[src/rtl/prs_word_gen.sv]
// Pseudo-random 16-bit word generator feeding the SPI slave TX buffer.
// A Galois LFSR steps once per clock to build a word after each captured frame command.
module prs_word_gen #(
  parameter int unsigned             WORD_BITS = 16,
  parameter logic [WORD_BITS-1:0]    TAPS      = 16'hB400,
  parameter logic [WORD_BITS-1:0]    SEED      = 16'hACE1,
  parameter int unsigned             CNT_BITS  = 8
) (
  input  logic                 i_clk,
  input  logic                 i_rst_n,
  input  logic                 i_capt_st,
  input  logic [1:0]           i_cmd,
  output logic [WORD_BITS-1:0] o_word,
  output logic                 o_busy,
  output logic [CNT_BITS-1:0]  o_word_cnt,
  output logic                 o_overrun
);

  localparam int unsigned BIT_CNT_W = (WORD_BITS > 2) ? $clog2(WORD_BITS) : 1;
  localparam logic [BIT_CNT_W-1:0] LAST_BIT = BIT_CNT_W'(WORD_BITS - 1);
  localparam logic [WORD_BITS-1:0] SEED_EFF = (SEED == '0) ? WORD_BITS'(1) : SEED;

  localparam logic [1:0] S_IDLE = 2'd0;
  localparam logic [1:0] S_GEN  = 2'd1;
  localparam logic [1:0] S_LOAD = 2'd2;

  localparam logic [1:0] CMD_HOLD     = 2'b00;
  localparam logic [1:0] CMD_STEP     = 2'b01;
  localparam logic [1:0] CMD_RESEED   = 2'b10;
  localparam logic [1:0] CMD_STEP_INV = 2'b11;

  logic [1:0]           state_q,   state_d;
  logic [WORD_BITS-1:0] lfsr_q,    lfsr_d;
  logic [WORD_BITS-1:0] shreg_q,   shreg_d;
  logic [BIT_CNT_W-1:0] bit_cnt_q, bit_cnt_d;
  logic                 inv_q,     inv_d;
  logic [WORD_BITS-1:0] word_q,    word_d;
  logic [CNT_BITS-1:0]  cnt_q,     cnt_d;
  logic                 ovr_q,     ovr_d;
  logic                 busy_q,    busy_d;
  logic                 capt_q;

  logic                 event_c;
  logic                 step_out_c;
  logic [WORD_BITS-1:0] lfsr_step_c;

  assign event_c     = i_capt_st & ~capt_q;
  assign step_out_c  = lfsr_q[0];
  assign lfsr_step_c = (lfsr_q >> 1) ^ (step_out_c ? TAPS : '0);

  // Next-state and datapath decode
  always_comb begin
    state_d   = state_q;
    lfsr_d    = lfsr_q;
    shreg_d   = shreg_q;
    bit_cnt_d = bit_cnt_q;
    inv_d     = inv_q;
    word_d    = word_q;
    cnt_d     = cnt_q;
    ovr_d     = ovr_q;

    case (state_q)
      S_IDLE: begin
        if (event_c) begin
          case (i_cmd)
            CMD_STEP, CMD_STEP_INV: begin
              state_d   = S_GEN;
              bit_cnt_d = '0;
              shreg_d   = '0;
              inv_d     = (i_cmd == CMD_STEP_INV);
              // An all-zero LFSR would never leave zero; force it out first
              if (lfsr_q == '0) lfsr_d = WORD_BITS'(1);
            end
            CMD_RESEED: begin
              lfsr_d = SEED_EFF;
              word_d = SEED_EFF;
              cnt_d  = '0;
              ovr_d  = 1'b0;
            end
            CMD_HOLD: ;
            default: ;
          endcase
        end
      end
      S_GEN: begin
        lfsr_d    = lfsr_step_c;
        shreg_d   = {shreg_q[WORD_BITS-2:0], step_out_c};
        bit_cnt_d = bit_cnt_q + BIT_CNT_W'(1);
        if (bit_cnt_q == LAST_BIT) state_d = S_LOAD;
        if (event_c) ovr_d = 1'b1;
      end
      S_LOAD: begin
        word_d  = inv_q ? ~shreg_q : shreg_q;
        cnt_d   = cnt_q + CNT_BITS'(1);
        state_d = S_IDLE;
        if (event_c) ovr_d = 1'b1;
      end
      default: state_d = S_IDLE;
    endcase

    busy_d = (state_d != S_IDLE);
  end

  always_ff @(posedge i_clk or negedge i_rst_n) begin
    if (!i_rst_n) begin
      state_q   <= S_IDLE;
      lfsr_q    <= SEED_EFF;
      shreg_q   <= '0;
      bit_cnt_q <= '0;
      inv_q     <= 1'b0;
      word_q    <= SEED_EFF;
      cnt_q     <= '0;
      ovr_q     <= 1'b0;
      busy_q    <= 1'b0;
      capt_q    <= 1'b0;
    end else begin
      state_q   <= state_d;
      lfsr_q    <= lfsr_d;
      shreg_q   <= shreg_d;
      bit_cnt_q <= bit_cnt_d;
      inv_q     <= inv_d;
      word_q    <= word_d;
      cnt_q     <= cnt_d;
      ovr_q     <= ovr_d;
      busy_q    <= busy_d;
      capt_q    <= i_capt_st;
    end
  end

  assign o_word     = word_q;
  assign o_busy     = busy_q;
  assign o_word_cnt = cnt_q;
  assign o_overrun  = ovr_q;

endmodule

[config.mk]
export PLATFORM = sky130hd
export DESIGN_NAME = prs_word_gen
export DESIGN_NICKNAME = d
export VERILOG_FILES = /design/src/rtl/prs_word_gen.sv
export SDC_FILE = /design/constraint.sdc
export NUM_CORES = 1
export LEC_CHECK = 0
export CAP_MARGIN = 20
export CORE_UTILIZATION = 50
export DETAILED_ROUTE_END_ITERATION = 6
export GPL_ROUTABILITY_DRIVEN = 0
export PLACE_DENSITY = 0.68
export SYNTH_ARGS = -nofsm -noshare
export SYNTH_HDL_FRONTEND = slang
export SYNTH_SLANG_ARGS = --single-unit
[constraint.sdc]
create_clock -name i_clk -period 5.9 [get_ports i_clk]
set_clock_uncertainty 0.15 [all_clocks]
set_input_delay 1.77 -clock i_clk [delete_from_list [all_inputs] [get_ports i_clk]]
set_output_delay 1.77 -clock i_clk [all_outputs]
set_load 0.02 [all_outputs]
==> results.md <==
* Startpoint of the worst register-to-register path: state_q[1]
* DR WL/cell at 14.70 µm
* Mapped Area at 0.003132 mm²
* Clock latency on the worst-skew pair at 340 ps
* Global router's overall resource usage at 0.2031
* Floorplan die height at 81.14 µm
* Required time of the critical path at 6010 ps
* Clock sink count at 66
* Cts repair resizes at 0
* Mean post-synth cell area at 10.54 µm²
* Area of the multi-input gates at 0.001310 mm²
* Full die area at 0.006584 mm²
* First-pass GRT wire length at 9.915 mm
* Drt initial violations at 122
* Leading post-synthesis cells by cell area: sky130_fd_sc_hd__dfrtp_1 (40%), sky130_fd_sc_hd__dfstp_2 (13%), sky130_fd_sc_hd__a22o_1 (5.3%)
* Count of boundary I/O pins at 31
* Class of the worst hold path: reg2reg
* Number of synthesized register bits at 66
* Synthesized netlist cell count at 297
* Arrival time at the worst endpoint at 4260 ps
* Final clock period utilization by the worst path at 0.7035
* Final Hold Viols at 0
* DRC violation count after routing at 0
* Hold-fix buffers at CTS at 0
* Remaining global-route overflow at 0
* Core Region at 0.005991 mm²
* Number of distinct standard cells referenced by the synthesized netlist at 40
* Sequential Area at 0.001672 mm²
* Achievable Freq at 240.9 MHz
* Leakage power figure at 1.610 nW
* Layout Nets at 331
* Count of warnings emitted by yosys at 0
* Max VDD drop at 0.2631 mV
* Kind of end point of the critical path: register
* Cell Pwr Density at 419.0 mW/mm²
* Min-Delay Startpoint: o_word[2]
* CTS H-tree depth at 3
* Total power at 1.530 mW
* Core Util, Final at 0.6094
* Total non-filler cell area in the finished layout at 0.003651 mm²
* Root Buffer: sky130_fd_sc_hd__clkbuf_8
* Finish-stage setup viols at 0
* Vias in the first global route at 2061
* Max-slew headroom at the worst pin at 0.4364
* RSZ-0062 raised after global routing: no
* Vias per cell at 5.546
* Status: completed
* CP max FO at 16
* Library cell with the largest summed area after synthesis: sky130_fd_sc_hd__dfrtp_1
* Clock tree from TritonCTS: yes
* TritonCTS Buffers at 9
* Maximum number of pins on one net before global-route repair at 39
* Max Transition Viols Final at 0
* Count of nets left with antenna violations after detail routing at 0
* Cell area after placement at 0.003431 mm²
* Max-cap check violation count at 0
* Total detailed-routing wirelength at 5.893 mm
* Via count at 2224
* Antenna diode instance count at 0
* Hold_ws at 319.1 ps
* CTS clk-pin slew, worst paths at 70 ps
* Area growth from synthesis to layout at 16.58%
* Die Span X at 81.14 µm
* Critical Path Start Type: primary input
* I/O Buffers at 30
* Total half-perimeter wirelength after legalization and detailed placement at 3.927 mm
* Min Tclk post-route at 4151 ps
* Final sum of negative setup slack at 0 ps
* Post-synth net total at 307
* Antenna violations before repair at 0
* Proportion of layout cells with a drive suffix above 1 at 0.1626
* Drt pass-1 iters at 4
* Number of buffers added for setup after CTS at 0
* Maximum number of buffers from clock root to sink at 2
* Placement Rows at 28
* First element of the critical path: i_cmd[0]
* Area fraction of the dominant cell type after synthesis at 0.3995
* Actual slew at the worst max-slew pin at 845.4 ps
* Effective utilization at floorplan at 0.5228
* Crit Path Class: in2reg
* Share of synthesized area occupied by flip-flops and latches at 0.5338
* Filler Cell Count at 491
## critical path, stage by stage
cell                              delay (ps)
sky130_fd_sc_hd__clkdlybuf4s50_1         480
sky130_fd_sc_hd__or2_2                   320
sky130_fd_sc_hd__a21oi_1                 650
sky130_fd_sc_hd__or2_1                   760
sky130_fd_sc_hd__mux2i_1                 270
## path summary, 6_finish.rpt
kind | end | depth (start not counted) | slack, ps
setup / recovery | lfsr_q[5] | 5 | 1750
hold / removal | o_word[2] | 2 | 320
setup reg to reg | lfsr_q[5] | 6 | 2800
hold reg to reg | o_word[2] | 2 | 320
max in group asynchronous | lfsr_q[6] | 2 | 3360
min in group asynchronous | o_word[12] | 1 | 1290
## per-layer routing
metal / track usage / up-vias / wire length, µm
met2: 0.3076 / 36 / 2789
met5: 0 / - / 0
met4: 0.1071 / 0 / 106
met1: 0.2696 / 1086 / 2847
met3: 0.04831 / 8 / 149
li1: - / 1094 / -
## cell usage after synthesis, drive strengths merged
cell,n
and3b,2
a21oi,17
nor2,9
xor2,9
and4bb,1
mux2,3
o21ai,31
o211ai,1
and2,1
nor2b,6
ha,5
nand2,37
o22ai,1
a31oi,8
nor4,4
and3,1
o31ai,2
dfstp,16
a41oi,1
a22o,19
nand3,14
or3,4
mux2i,6
xnor2,10
or4,2
a21boi,1
clkbuf,9
inv,8
dfrtp,50
nand2b,3
or2,3
a21bo,1
buf,12
## area by class of cell
cell class,instances,area share
Multi-Input combinational cell,202,0.3588
Clock buffer,12,0.03975
Inverter,8,0.008225
Tap cell,75,0.02570
Clock inverter,4,0.02056
Sequential cell,66,0.4578
Timing Repair Buffer,34,0.08910
## power breakdown
part	total, mW	switching (mW)	internal (mW)
logic	0.431	0.229	0.202
clock network	0.421	0.171	0.250
registers	0.678	0.109	0.569
## metrics by stage
stage,worst slack (ps),std cells
CTS,1760,401
detailed placement,1400,385
global placement,1497,385
global route,1580,401
floorplan,2914,297
finish,1749,401
## logic make-up after synthesis
kind of cell / share of synthesized area
buf+inv: 0.04794
compound gates: 0.1754
mux: 0.02996
fa+ha+maj: 0.01998
xor+xnor: 0.05314
flops: 0.5338
simple gates: 0.1398
## state kept, by name, indices dropped and copies added (netlist names)
| name | flops |
|---|---|
| lfsr_q | 16 |
| o_word | 16 |
| shreg_q | 16 |
| o_word_cnt | 8 |
| bit_cnt_q | 4 |
| state_q | 2 |
| capt_q | 1 |
| inv_q | 1 |
| o_busy | 1 |
| o_overrun | 1 |
## cells in the final DEF (no fill, tap or decap), types with 2 or more instances in the layout
| cell type | count |
|---|---|
| sky130_fd_sc_hd__clkdlybuf4s50_1 | 29 |
| sky130_fd_sc_hd__o21ai_1 | 4 |
| sky130_fd_sc_hd__a31oi_1 | 8 |
| sky130_fd_sc_hd__bufinv_16 | 2 |
| sky130_fd_sc_hd__xnor2_1 | 10 |
| sky130_fd_sc_hd__clkbuf_1 | 2 |
| sky130_fd_sc_hd__o21ai_2 | 10 |
| sky130_fd_sc_hd__nor4_1 | 2 |
| sky130_fd_sc_hd__or4_1 | 2 |
| sky130_fd_sc_hd__o21ai_0 | 17 |
| sky130_fd_sc_hd__a22o_1 | 19 |
| sky130_fd_sc_hd__nand2_1 | 37 |
| sky130_fd_sc_hd__nand3_1 | 14 |
| sky130_fd_sc_hd__and3b_1 | 2 |
| sky130_fd_sc_hd__or3_1 | 4 |
| sky130_fd_sc_hd__nand2b_1 | 3 |
| sky130_fd_sc_hd__ha_1 | 5 |
| sky130_fd_sc_hd__buf_4 | 4 |
| sky130_fd_sc_hd__nor2_1 | 9 |
| sky130_fd_sc_hd__o31ai_1 | 2 |
| sky130_fd_sc_hd__clkinvlp_4 | 2 |
| sky130_fd_sc_hd__xor2_1 | 9 |
| sky130_fd_sc_hd__nor4_2 | 2 |
| sky130_fd_sc_hd__clkbuf_8 | 10 |
| sky130_fd_sc_hd__dfstp_2 | 16 |
| sky130_fd_sc_hd__or2_2 | 2 |
| sky130_fd_sc_hd__nor2b_1 | 6 |
| sky130_fd_sc_hd__inv_1 | 8 |
| sky130_fd_sc_hd__mux2_2 | 3 |
| sky130_fd_sc_hd__dfrtp_1 | 50 |
| sky130_fd_sc_hd__a21oi_1 | 17 |
| sky130_fd_sc_hd__mux2i_1 | 6 |
No activity file was read; power rests on OpenSTA's default activity.
